`config.mk`:
```
export PLATFORM = sky130hd
export DESIGN_NAME = multicycle_controller_flat
export DESIGN_NICKNAME = d
export VERILOG_FILES = /design/src/rtl/ctrl_pkg.sv /design/src/rtl/multicycle_controller_if.sv /design/src/rtl/ctrl_decoder.sv /design/src/rtl/multicycle_controller.sv /design/src/flat_wrapper.sv
export SDC_FILE = /design/constraint.sdc
export NUM_CORES = 1
export LEC_CHECK = 0
export BUFFER_PORTS_ARGS = -buffer_cell sky130_fd_sc_hd__buf_2
export CELL_PAD_IN_SITES_DETAIL_PLACEMENT = 0
export CELL_PAD_IN_SITES_GLOBAL_PLACEMENT = 1
export CORE_MARGIN = 4
export CORE_UTILIZATION = 37
export DETAILED_ROUTE_END_ITERATION = 10
export PLACE_DENSITY_LB_ADDON = 0.3
export SYNTH_ARGS = -nofsm -noshare
export SYNTH_HDL_FRONTEND = slang
export SYNTH_SLANG_ARGS = --single-unit
```
`constraint.sdc`:
```
create_clock -name clk -period 3.2 [get_ports clk]
set_input_delay 0 -clock clk [delete_from_list [all_inputs] [get_ports clk]]
set_output_delay 0 -clock clk [all_outputs]
set_load 0.005 [all_outputs]
```
`src/rtl/ctrl_pkg.sv`:
```
// Shared types and encodings for the RV64I multicycle sequencer.
package ctrl_pkg;

   typedef enum logic [2:0] {
      ST_FETCH  = 3'd0,
      ST_DECODE = 3'd1,
      ST_EXEC   = 3'd2,
      ST_MEM    = 3'd3,
      ST_WB     = 3'd4,
      ST_HALT   = 3'd5
   } state_t;

   localparam logic [6:0] OP_RTYPE = 7'b0110011;
   localparam logic [6:0] OP_ITYPE = 7'b0010011;
   localparam logic [6:0] OP_LOAD  = 7'b0000011;
   localparam logic [6:0] OP_STORE = 7'b0100011;

   localparam logic [2:0] F3_ADD = 3'b000;
   localparam logic [2:0] F3_SLT = 3'b010;
   localparam logic [2:0] F3_DW  = 3'b011;
   localparam logic [2:0] F3_XOR = 3'b100;
   localparam logic [2:0] F3_OR  = 3'b110;
   localparam logic [2:0] F3_AND = 3'b111;

   typedef logic [3:0] alu_cc_t;
   localparam alu_cc_t ALU_AND = 4'b0000;
   localparam alu_cc_t ALU_OR  = 4'b0001;
   localparam alu_cc_t ALU_ADD = 4'b0010;
   localparam alu_cc_t ALU_XOR = 4'b0011;
   localparam alu_cc_t ALU_SUB = 4'b0110;
   localparam alu_cc_t ALU_SLT = 4'b0111;

   typedef enum logic [1:0] {
      ERR_NONE    = 2'b00,
      ERR_ILLEGAL = 2'b01,
      ERR_MEM_TMO = 2'b10
   } err_t;

   // {supported, alu code} for the arithmetic funct3 field shared by R- and I-type
   function automatic logic [4:0] f3_to_alu(input logic [2:0] f3);
      case (f3)
         F3_ADD:  f3_to_alu = {1'b1, ALU_ADD};
         F3_SLT:  f3_to_alu = {1'b1, ALU_SLT};
         F3_XOR:  f3_to_alu = {1'b1, ALU_XOR};
         F3_OR:   f3_to_alu = {1'b1, ALU_OR};
         F3_AND:  f3_to_alu = {1'b1, ALU_AND};
         default: f3_to_alu = {1'b0, ALU_ADD};
      endcase
   endfunction

endpackage

```
`src/rtl/multicycle_controller_if.sv`:
```
// Controller <-> datapath bundle: instruction/ack in, control strobes and status out.
interface multicycle_controller_if #(
   parameter int INS_W    = 32,
   parameter int ALU_CC_W = 4,
   parameter int CNT_W    = 32
);
   logic [INS_W-1:0]    instruction;
   logic                mem_ack;
   logic                pc_en;
   logic                RegWrite;
   logic                MemtoReg;
   logic                ALUsrc;
   logic                MemRead;
   logic                MemWrite;
   logic [ALU_CC_W-1:0] ALU_CC;
   logic                halted;
   logic [1:0]          err_code;
   logic [CNT_W-1:0]    retired;

   modport master (
      input  instruction, mem_ack,
      output pc_en, RegWrite, MemtoReg, ALUsrc, MemRead, MemWrite, ALU_CC,
             halted, err_code, retired
   );

   modport slave (
      output instruction, mem_ack,
      input  pc_en, RegWrite, MemtoReg, ALUsrc, MemRead, MemWrite, ALU_CC,
             halted, err_code, retired
   );
endinterface

```
`src/rtl/ctrl_decoder.sv`:
```
// Combinational instruction decode from the latched IR.
module ctrl_decoder
   import ctrl_pkg::*;
#(
   parameter int INS_W    = 32,
   parameter int ALU_CC_W = 4
) (
   input  logic [INS_W-1:0]    ir,
   output logic                legal,
   output logic                is_ld,
   output logic                is_sd,
   output logic                is_imm,
   output logic [ALU_CC_W-1:0] alu_cc
);
   logic [6:0] opcode;
   logic [2:0] funct3;
   logic       funct7_b5;
   logic [4:0] f3_dec;
   logic       unused_ir;

   assign opcode    = ir[6:0];
   assign funct3    = ir[14:12];
   assign funct7_b5 = ir[30];
   assign f3_dec    = f3_to_alu(funct3);
   assign unused_ir = ^{ir[INS_W-1:31], ir[29:15], ir[11:7]};

   // is_imm means operand B comes from the immediate, so loads and stores set it too
   always_comb begin
      legal  = 1'b0;
      is_ld  = 1'b0;
      is_sd  = 1'b0;
      is_imm = 1'b0;
      alu_cc = ALU_CC_W'(ALU_ADD);
      case (opcode)
         OP_RTYPE: begin
            legal  = f3_dec[4];
            alu_cc = (funct3 == F3_ADD && funct7_b5) ? ALU_CC_W'(ALU_SUB)
                                                      : ALU_CC_W'(f3_dec[3:0]);
         end
         OP_ITYPE: begin
            legal  = f3_dec[4];
            is_imm = 1'b1;
            alu_cc = ALU_CC_W'(f3_dec[3:0]);
         end
         OP_LOAD: begin
            legal  = (funct3 == F3_DW);
            is_ld  = 1'b1;
            is_imm = 1'b1;
         end
         OP_STORE: begin
            legal  = (funct3 == F3_DW);
            is_sd  = 1'b1;
            is_imm = 1'b1;
         end
         default: ;
      endcase
   end
endmodule

```
`src/rtl/multicycle_controller.sv`:
```
// Multicycle FETCH/DECODE/EXEC/MEM/WB sequencer driving the RV64I datapath strobes.
//  state  | meaning
//  FETCH  | latch instruction into IR
//  DECODE | check opcode/funct3, halt on illegal
//  EXEC   | ALU operates on decoded operands
//  MEM    | LD/SD access, wait for mem_ack or time out
//  WB     | regfile write, advance PC, retire
//  HALT   | stopped until reset
module multicycle_controller
   import ctrl_pkg::*;
#(
   parameter int INS_W    = 32,
   parameter int ALU_CC_W = 4,
   parameter int CNT_W    = 32,
   parameter int MEM_TMO  = 15,
   parameter int TMO_W    = 4
) (
   input  logic                   clk,
   input  logic                   reset,
   multicycle_controller_if.master bus
);
   state_t              state, state_nxt;
   logic [INS_W-1:0]    ir;
   logic [TMO_W-1:0]    tmo, tmo_nxt;
   logic [CNT_W-1:0]    retired;
   err_t                err_q, err_nxt;
   logic                set_err;
   logic                retire;

   logic                dec_legal, dec_ld, dec_sd, dec_imm;
   logic [ALU_CC_W-1:0] dec_cc;

   logic                pc_en, reg_write, mem_to_reg, alu_src, mem_read, mem_write;
   logic [ALU_CC_W-1:0] alu_cc;

   ctrl_decoder #(
      .INS_W    (INS_W),
      .ALU_CC_W (ALU_CC_W)
   ) u_dec (
      .ir     (ir),
      .legal  (dec_legal),
      .is_ld  (dec_ld),
      .is_sd  (dec_sd),
      .is_imm (dec_imm),
      .alu_cc (dec_cc)
   );

   always_ff @(posedge clk) begin
      if (reset) begin
         state   <= ST_FETCH;
         ir      <= '0;
         tmo     <= '0;
         retired <= '0;
         err_q   <= ERR_NONE;
      end else begin
         state   <= state_nxt;
         tmo     <= tmo_nxt;
         retired <= retired + CNT_W'(retire);
         if (state == ST_FETCH) ir <= bus.instruction;
         if (set_err) err_q <= err_nxt;
      end
   end

   // tmo_nxt defaults to 0 so the timeout counter clears whenever MEM is left
   always_comb begin
      state_nxt  = state;
      tmo_nxt    = '0;
      set_err    = 1'b0;
      err_nxt    = ERR_NONE;
      retire     = 1'b0;
      pc_en      = 1'b0;
      reg_write  = 1'b0;
      mem_to_reg = 1'b0;
      alu_src    = 1'b0;
      mem_read   = 1'b0;
      mem_write  = 1'b0;
      alu_cc     = '0;
      case (state)
         ST_FETCH: state_nxt = ST_DECODE;
         ST_DECODE: begin
            if (dec_legal) begin
               state_nxt = ST_EXEC;
            end else begin
               state_nxt = ST_HALT;
               set_err   = 1'b1;
               err_nxt   = ERR_ILLEGAL;
            end
         end
         ST_EXEC: begin
            alu_cc    = dec_cc;
            alu_src   = dec_imm;
            state_nxt = (dec_ld || dec_sd) ? ST_MEM : ST_WB;
         end
         ST_MEM: begin
            alu_cc    = ALU_CC_W'(ALU_ADD);
            alu_src   = 1'b1;
            mem_read  = dec_ld;
            mem_write = dec_sd;
            if (bus.mem_ack) begin
               if (dec_sd) begin
                  pc_en     = 1'b1;
                  retire    = 1'b1;
                  state_nxt = ST_FETCH;
               end else begin
                  state_nxt = ST_WB;
               end
            end else if (tmo == TMO_W'(MEM_TMO - 1)) begin
               state_nxt = ST_HALT;
               set_err   = 1'b1;
               err_nxt   = ERR_MEM_TMO;
            end else begin
               tmo_nxt = tmo + 1'b1;
            end
         end
         ST_WB: begin
            alu_cc     = dec_cc;
            alu_src    = dec_imm;
            reg_write  = 1'b1;
            mem_to_reg = !dec_ld;
            pc_en      = 1'b1;
            retire     = 1'b1;
            state_nxt  = ST_FETCH;
         end
         ST_HALT: ;
         default: state_nxt = ST_FETCH;
      endcase
   end

   assign bus.pc_en    = pc_en;
   assign bus.RegWrite = reg_write;
   assign bus.MemtoReg = mem_to_reg;
   assign bus.ALUsrc   = alu_src;
   assign bus.MemRead  = mem_read;
   assign bus.MemWrite = mem_write;
   assign bus.ALU_CC   = alu_cc;
   assign bus.halted   = (state == ST_HALT);
   assign bus.err_code = err_q;
   assign bus.retired  = retired;
endmodule

```
`src/flat_wrapper.sv`:
```
// flat-port wrapper written by rule: the top's interface ports become plain ports
module multicycle_controller_flat import ctrl_pkg::*;
#(
   parameter int INS_W    = 32,
   parameter int ALU_CC_W = 4,
   parameter int CNT_W    = 32,
   parameter int MEM_TMO  = 15,
   parameter int TMO_W    = 4
)
  (clk, reset, bus_instruction, bus_mem_ack, bus_pc_en, bus_RegWrite, bus_MemtoReg, bus_ALUsrc, bus_MemRead, bus_MemWrite, bus_ALU_CC, bus_halted, bus_err_code, bus_retired);
  multicycle_controller_if #(.INS_W(INS_W), .ALU_CC_W(ALU_CC_W), .CNT_W(CNT_W)) bus_i ();
  input  logic clk;
  input  logic reset;
  input wire logic [$bits(bus_i.instruction)-1:0] bus_instruction;
  input wire logic [$bits(bus_i.mem_ack)-1:0] bus_mem_ack;
  output wire logic [$bits(bus_i.pc_en)-1:0] bus_pc_en;
  output wire logic [$bits(bus_i.RegWrite)-1:0] bus_RegWrite;
  output wire logic [$bits(bus_i.MemtoReg)-1:0] bus_MemtoReg;
  output wire logic [$bits(bus_i.ALUsrc)-1:0] bus_ALUsrc;
  output wire logic [$bits(bus_i.MemRead)-1:0] bus_MemRead;
  output wire logic [$bits(bus_i.MemWrite)-1:0] bus_MemWrite;
  output wire logic [$bits(bus_i.ALU_CC)-1:0] bus_ALU_CC;
  output wire logic [$bits(bus_i.halted)-1:0] bus_halted;
  output wire logic [$bits(bus_i.err_code)-1:0] bus_err_code;
  output wire logic [$bits(bus_i.retired)-1:0] bus_retired;
  assign bus_i.instruction = bus_instruction;
  assign bus_i.mem_ack = bus_mem_ack;
  assign bus_pc_en = bus_i.pc_en;
  assign bus_RegWrite = bus_i.RegWrite;
  assign bus_MemtoReg = bus_i.MemtoReg;
  assign bus_ALUsrc = bus_i.ALUsrc;
  assign bus_MemRead = bus_i.MemRead;
  assign bus_MemWrite = bus_i.MemWrite;
  assign bus_ALU_CC = bus_i.ALU_CC;
  assign bus_halted = bus_i.halted;
  assign bus_err_code = bus_i.err_code;
  assign bus_retired = bus_i.retired;
  multicycle_controller #(.INS_W(INS_W), .ALU_CC_W(ALU_CC_W), .CNT_W(CNT_W), .MEM_TMO(MEM_TMO), .TMO_W(TMO_W)) u_core (.clk(clk), .reset(reset), .bus(bus_i));
endmodule
```
==> impl_metrics.tcl, run 1 <==
set metrics [dict create \
    met1_usage_pct 19.79 \
    antenna_found_initial 0 \
    drt-total-wl_um 5863 \
    fin_skew_ns 0.007052 \
    post-route-period-util_pct 90.73 \
    async_flop_share_pct 0 \
    fp.dieH_um 90.51 \
    syn_nets 339 \
    intPower_w 0.0008786 \
    setup_viol 0 \
    crit_type "register to register" \
    finalHoldViolCount 0 \
    layout.nets 406 \
    rsz0062_at_grt "no" \
    cts-root-buf "clkbuf_8" \
    clk_pin_slew_ns 0.09 \
    numPortBuffers 57 \
    antenna_left 0 \
    grt_pass1_vias 2065 \
    grt_pass1_wl_um 9839 \
    ys.flop_type "dfxtp_1" \
    track_usage_pct 14.28 \
    fp-row-count 29 \
    h-tree-depth 2 \
    seqPwrFrac_pct 59.0 \
    synth_seq_cells 52 \
    yosysTopAreaCellShare_pct 41.33 \
    syn_inst 299 \
    hold_class "primary input to register" \
    ios 80 \
    drc 0 \
    cp_max_fo 15 \
    cts_tree "done" \
    busiest_layer "met2" \
    tightest_slew_ns 0.9046 \
    slew_violations 0 \
    core_um2 6495 \
    power_frac_clock_pct 29.9 \
    vias 2325 \
    seq_area_frac_synth_pct 41.33 \
    start_util_pct 38.78 \
    vdd_drop_max_mv 0.2130 \
    wl_per_cell_um 13.23 \
    fin_tns_setup_ns 0 \
    leakage_nw 1.257 \
    dieArea_um2 8191 \
    start_kind "register" \
    first_pass_iters 4 \
    combPwrFrac_pct 11.2 \
    drt-initial-drc-count 105 \
    cap_violations 0 \
    fill_cells 649 \
    final_common_cell "buf_2" \
    required_ns 3.44 \
    gr-total-overflow 0 \
    antenna_cells 0 \
    worst_skew_pair.late_latency_ns 0.31 \
    swShare_pct 25.14 \
    post_drt_via_cell_ratio 5.248 \
    layout_min_cycle_time_ns 2.903 \
    syn_area_per_cell_um2 8.424 \
    drive_gt1_share_pct 21.86 \
    grt_max_degree 50 \
    critPathArrivalTime_ns 3.14 \
    yosysWarnings 0 \
    gr-usage-met3_pct 3.917 \
    routabilityCongestion 0.7650 \
    crit_path_end_kind "register" \
    fmax_ghz 0.3444 \
    grt_util_met2_pct 21.12 \
    power_density_nw_per_um2 380.7 \
    netlist_area_um2 2519 \
    fp.dieW_um 90.51 \
    synth.area.top_cells "dfxtp_1 (41%), a21oi_1 (7.2%), nand2_1 (5.1%), or4_1 (3.9%), o31ai_1 (3.6%)" \
    cts.sinks 52 \
    syn_to_final_growth_pct 22.40 \
    outcome "finished, final reports clean" \
    synth-edff-count 0 \
    mostFrequentLayoutCells "buf_2 (57), dfxtp_1 (52), a21oi_1 (36)" \
    yosys.area.top_type "dfxtp_1" \
    clk_path_buf_depth 2 \
    cts_made_buffers 5 \
    relSlewSlack_pct 39.70 \
    ys_types 44 \
    p_switching_w 0.0002951 \
    dp_hpwl_um 3997 \
    holdWs_ns 0.03075 \
]
-- registers in the layout, indices dropped and copies added, names as in the netlist --
name and flops:
u_core.state 3, u_core.bus.err_code 2, u_core.ir 11, u_core.tmo 4, u_core.bus.retired 32
-- worst paths after layout --
check | start | end | slack [ns] | depth (start not counted)
max | u_core.ir[2] | u_core.bus.retired[17] | 0.30 | 11
min | bus_mem_ack | u_core.state[2] | 0.03 | 3
min reg2reg | u_core.bus.err_code[0] | u_core.bus.err_code[0] | 0.47 | 2
max reg2reg | u_core.ir[2] | u_core.bus.retired[17] | 0.30 | 11
-- logic make-up after synthesis --
logic type               count (synthesis)  share of synthesized area [%]
AO/OA/AOI/OAI                           71                          16.94
XOR/XNOR                                14                          4.868
adder cells (fa/ha/maj)                  5                          2.484
buffers and inverters                   25                          4.719
flip-flops                              52                          41.33
other                                    1                         0.1489
AND/OR/NAND/NOR                        131                          29.51
-- cells in the mapped netlist, drive strengths merged, types with 2 or more instances --
cell type / n
a21oi: 36
and2: 3
and3: 5
and4: 6
buf: 6
clkbuf: 13
dfxtp: 52
ha: 5
inv: 6
nand2: 34
nand2b: 3
nand3: 13
nand4: 12
nor2: 21
nor2b: 3
nor3: 2
nor3b: 2
o21a: 2
o21ai: 10
o31ai: 12
or3: 9
or4: 13
xnor2: 4
xor2: 10
-- cell type report --
| class | instances | area, um^2 | share of cell area (%) |
|---|---|---|---|
| clock buffer | 6 | 72.57 | 2.354 |
| clock inverter | 1 | 5.005 | 0.1623 |
| inverter | 6 | 22.52 | 0.7305 |
| multi-input combinational | 222 | 1368 | 44.36 |
| sequential | 52 | 1041 | 33.77 |
| tap | 77 | 96.34 | 3.125 |
| timing repair buffer | 79 | 478.0 | 15.50 |
-- power by group through the flow --
stage          Clock (W)  Combinational [W]  Sequential [W]
2_1_floorplan          0          0.0000828        0.000698
3_3_place_gp           0           0.000119        0.000705
3_5_place_dp           0           0.000119        0.000705
4_1_cts         0.000371           0.000130        0.000690
5_1_grt         0.000390           0.000149        0.000697
6_report        0.000350           0.000131        0.000692
-- stage by stage --
step,power [W],utilization [%],cells,setup WS (ns),area [um^2]
after floorplan,0.0007808,-,299,0.4416,2519
after global placement,0.0008245,43.86,420,0.2806,2849
after detailed placement,0.0008247,43.86,420,0.2662,2849
after CTS,0.001191,46.75,438,0.2378,3037
after global routing,0.001235,47.47,443,0.04078,3083
final,0.001174,47.47,443,0.2966,3083
-- timing repair --
item | in CTS | in global routing
setup endpoints to repair | 0 | 2
hold buffers | 11 | 0
gates resized for setup | 0 | 1
buffers inserted | 0 | 5
hold endpoints to repair | 11 | 0
-- metal layers --
layer  up-vias  routed length [um]
met5         -                   0
met4         0                  86
met3         8                 298
met2        46                2542
met1      1058                2936
li1       1213                   -
-- worst max-delay path, stage by stage (launching register included) --
cell and delay, ns:
dfxtp_1 0.34, nor4b_4 0.32, nand3_1 0.16, or2_2 0.32, o21bai_1 0.25, ha_1 0.25, and2_1 0.20, nand4_4 0.22
buf_4 0.23, buf_4 0.13, or3_1 0.29, a21oi_1 0.14
Power figures use the tool's default switching activity.
==> run 2, diff against run 1 <==
--- a/config.mk
+++ b/config.mk
@@ -8,10 +8,10 @@
 export BUFFER_PORTS_ARGS = -buffer_cell sky130_fd_sc_hd__buf_2
 export CELL_PAD_IN_SITES_DETAIL_PLACEMENT = 0
 export CELL_PAD_IN_SITES_GLOBAL_PLACEMENT = 1
-export CORE_MARGIN = 4
+export CORE_MARGIN = 3
 export CORE_UTILIZATION = 37
 export DETAILED_ROUTE_END_ITERATION = 10
-export PLACE_DENSITY_LB_ADDON = 0.3
+export PLACE_DENSITY = 0.92
 export SYNTH_ARGS = -nofsm -noshare
 export SYNTH_HDL_FRONTEND = slang
 export SYNTH_SLANG_ARGS = --single-unit
==> run 2 against run 1 <==
  * Flip-flop and latch count unchanged
  * Sequential share of layout area up 0.14 points
  * Count of clock-buffer cells in the layout is 1 higher
  * Utilization is 0.073 points higher
  * Non-clock buffer count decreased by 3
  * Power up 3.1%
  * Sequential power about the same
  * Final area fell by 0.41%
  * Fmax grew 0.73%
  * Worst setup slack better by 0.021 ns
  * Combinational power about the same
  * Largest cell class unchanged
  * Largest power group unchanged
==> impl_metrics.tcl, run 2 (synthesized netlist as in run 1, its figures left out) <==
set metrics [dict create \
    power_frac_clock_pct 32.3 \
    tightest_slew_ns 0.9324 \
    worstSetupStartpoint "u_core.ir[2]" \
    layout_min_cycle_time_ns 2.882 \
    slowest_delay_ns 0.57 \
    seqPwrFrac_pct 57.0 \
    track_usage_pct 15.64 \
    hold_class "primary input to register" \
    vdd_drop_max_mv 0.1759 \
    post-route-period-util_pct 90.07 \
    cts_tree "done" \
    core_um2 6459 \
    cts.sinks 52 \
    syn_to_final_growth_pct 21.91 \
    power_density_nw_per_um2 394.1 \
    antenna_found_initial 0 \
    r2r-end "u_core.bus.retired[29]" \
    crit_path_cell_trace "nor4b_2 > nand3_1 > or2_2 > o21bai_1 > ha_1 > and2_1 > nand4_4 > or4_1 > a21oi_1" \
    antenna_cells 0 \
    start_util_pct 39.00 \
    fin_tns_setup_ns 0 \
    largest-register "u_core.bus.retired" \
    fin_skew_ns 0.005285 \
    placed_area_um2 2864 \
    fp-row-count 29 \
    first_pass_iters 4 \
    setup_viol 0 \
    cp_max_fo 12 \
    leakage_nw 1.251 \
    dp_hpwl_um 4040 \
    worst_slack_ns 0.3178 \
    vias 2412 \
    crit_slowest_cell "or4_1" \
    reg.largest.list "u_core.bus.retired (32), u_core.ir (11), u_core.tmo (4)" \
    antenna_left 0 \
    grt_pass1_vias 2257 \
    final_util_pct 47.54 \
    post_drt_via_cell_ratio 5.482 \
    rsz0062_at_grt "no" \
    critPathArrivalTime_ns 3.11 \
    cts-root-buf "clkbuf_8" \
    relSlewSlack_pct 37.84 \
    fmax_ghz 0.3470 \
    post-place-ws_ns 0.3343 \
    mostFrequentLayoutCells "buf_2 (57), dfxtp_1 (52), a21oi_1 (36)" \
    drive_gt1_share_pct 21.49 \
    slew_violations 0 \
    swShare_pct 23.89 \
    worst_skew_pair.late_latency_ns 0.30 \
    reg2reg_from "u_core.ir[2]" \
    crit_path_end_kind "register" \
    clk_path_buf_depth 2 \
    dieArea_um2 7833 \
    ios 80 \
    intPower_w 0.0009211 \
    final_common_cell "buf_2" \
    h-tree-depth 2 \
    largest_reg_flops 32 \
    fp.dieW_um 88.51 \
    gr-total-overflow 0 \
    clk_pin_slew_ns 0.09 \
    routabilityCongestion 0.7955 \
    start_kind "register" \
    required_ns 3.42 \
    finalHoldViolCount 0 \
    endpoint "u_core.bus.retired[29]" \
    cap_violations 0 \
    grt_max_degree 50 \
    numPortBuffers 57 \
    grt_pass1_wl_um 9956 \
    r2r_slack_ns 0.32 \
    design_area_um2 3070 \
    cts_setup_buffers 0 \
    cts_made_buffers 5 \
    holdWs_ns 0.05371 \
    crit_type "register to register" \
    fp.dieH_um 88.51 \
    drt-initial-drc-count 67 \
    cts_hold_buf 11 \
    outcome "finished, final reports clean" \
    drt-total-wl_um 5750 \
    p_switching_w 0.0002891 \
    combPwrFrac_pct 10.7 \
    min_from "bus_mem_ack" \
    drc 0 \
    wl_per_cell_um 13.07 \
    rr_worst_depth 9 \
    ctsResizeCount 0 \
    layout.nets 403 \
]
[run 2: changes by cell type in the layout (fill, tap and decap cells not counted), sizes merged]
| cell | before | now |
|---|---|---|
| buf | 68 | 65 |
| clkinv | 1 | 0 |
| clkbuf | 6 | 7 |
[run 2: cell type report]
class | instances | area (um^2)
multi-input cells | 222 | 1359
fillers | 633 | 3388
well taps | 77 | 96.34
clock buffers | 7 | 96.34
repair buffers | 76 | 455.4
flip-flops and latches | 52 | 1041
inverters | 6 | 22.52
[run 2: worst min-delay path by stage]
| stage | end | slack, ns | cells after the start |
|---|---|---|---|
| global placement | u_core.ir[3] | 0.24 | 3 |
| finish | u_core.state[2] | 0.05 | 3 |
| detailed placement | u_core.ir[3] | 0.25 | 3 |
| global route | u_core.state[2] | 0.05 | 3 |
| CTS | u_core.state[2] | 0.04 | 3 |
| floorplan | bus_pc_en | 0.14 | 2 |
[run 2: worst max-delay path: cells and delay by family (launching register included)]
family                     cells  cell delay (ns)
DFF                            1             0.33
adders and majority gates      1             0.26
and+or+nand+nor                6             1.82
AOI/OAI and AO/OA              2             0.40
[run 2: power groups by stage]
stage	combinational, W	clock [W]	sequential, W
floorplan	0.0000828	0	0.000698
global placement	0.000117	0	0.000705
detailed placement	0.000119	0	0.000705
CTS	0.000129	0.000410	0.000690
global route	0.000146	0.000437	0.000695
finish	0.000129	0.000391	0.000690
[run 2: stage by stage]
step                      std cells   power, W
after global routing            440   0.001277
final                           440   0.001210
after detailed placement        422  0.0008240
after CTS                       440   0.001229
after floorplan                 299  0.0007808
after global placement          422  0.0008220
[run 2: metal layers]
metal | share of wire (%) | track usage (%) | vias up
li1 | - | - | 1209
met1 | 46 | 19.74 | 1130
met2 | 47 | 26.65 | 63
met3 | 5.4 | 3.631 | 10
met4 | 1.5 | 4.533 | 0
met5 | 0 | 0 | -
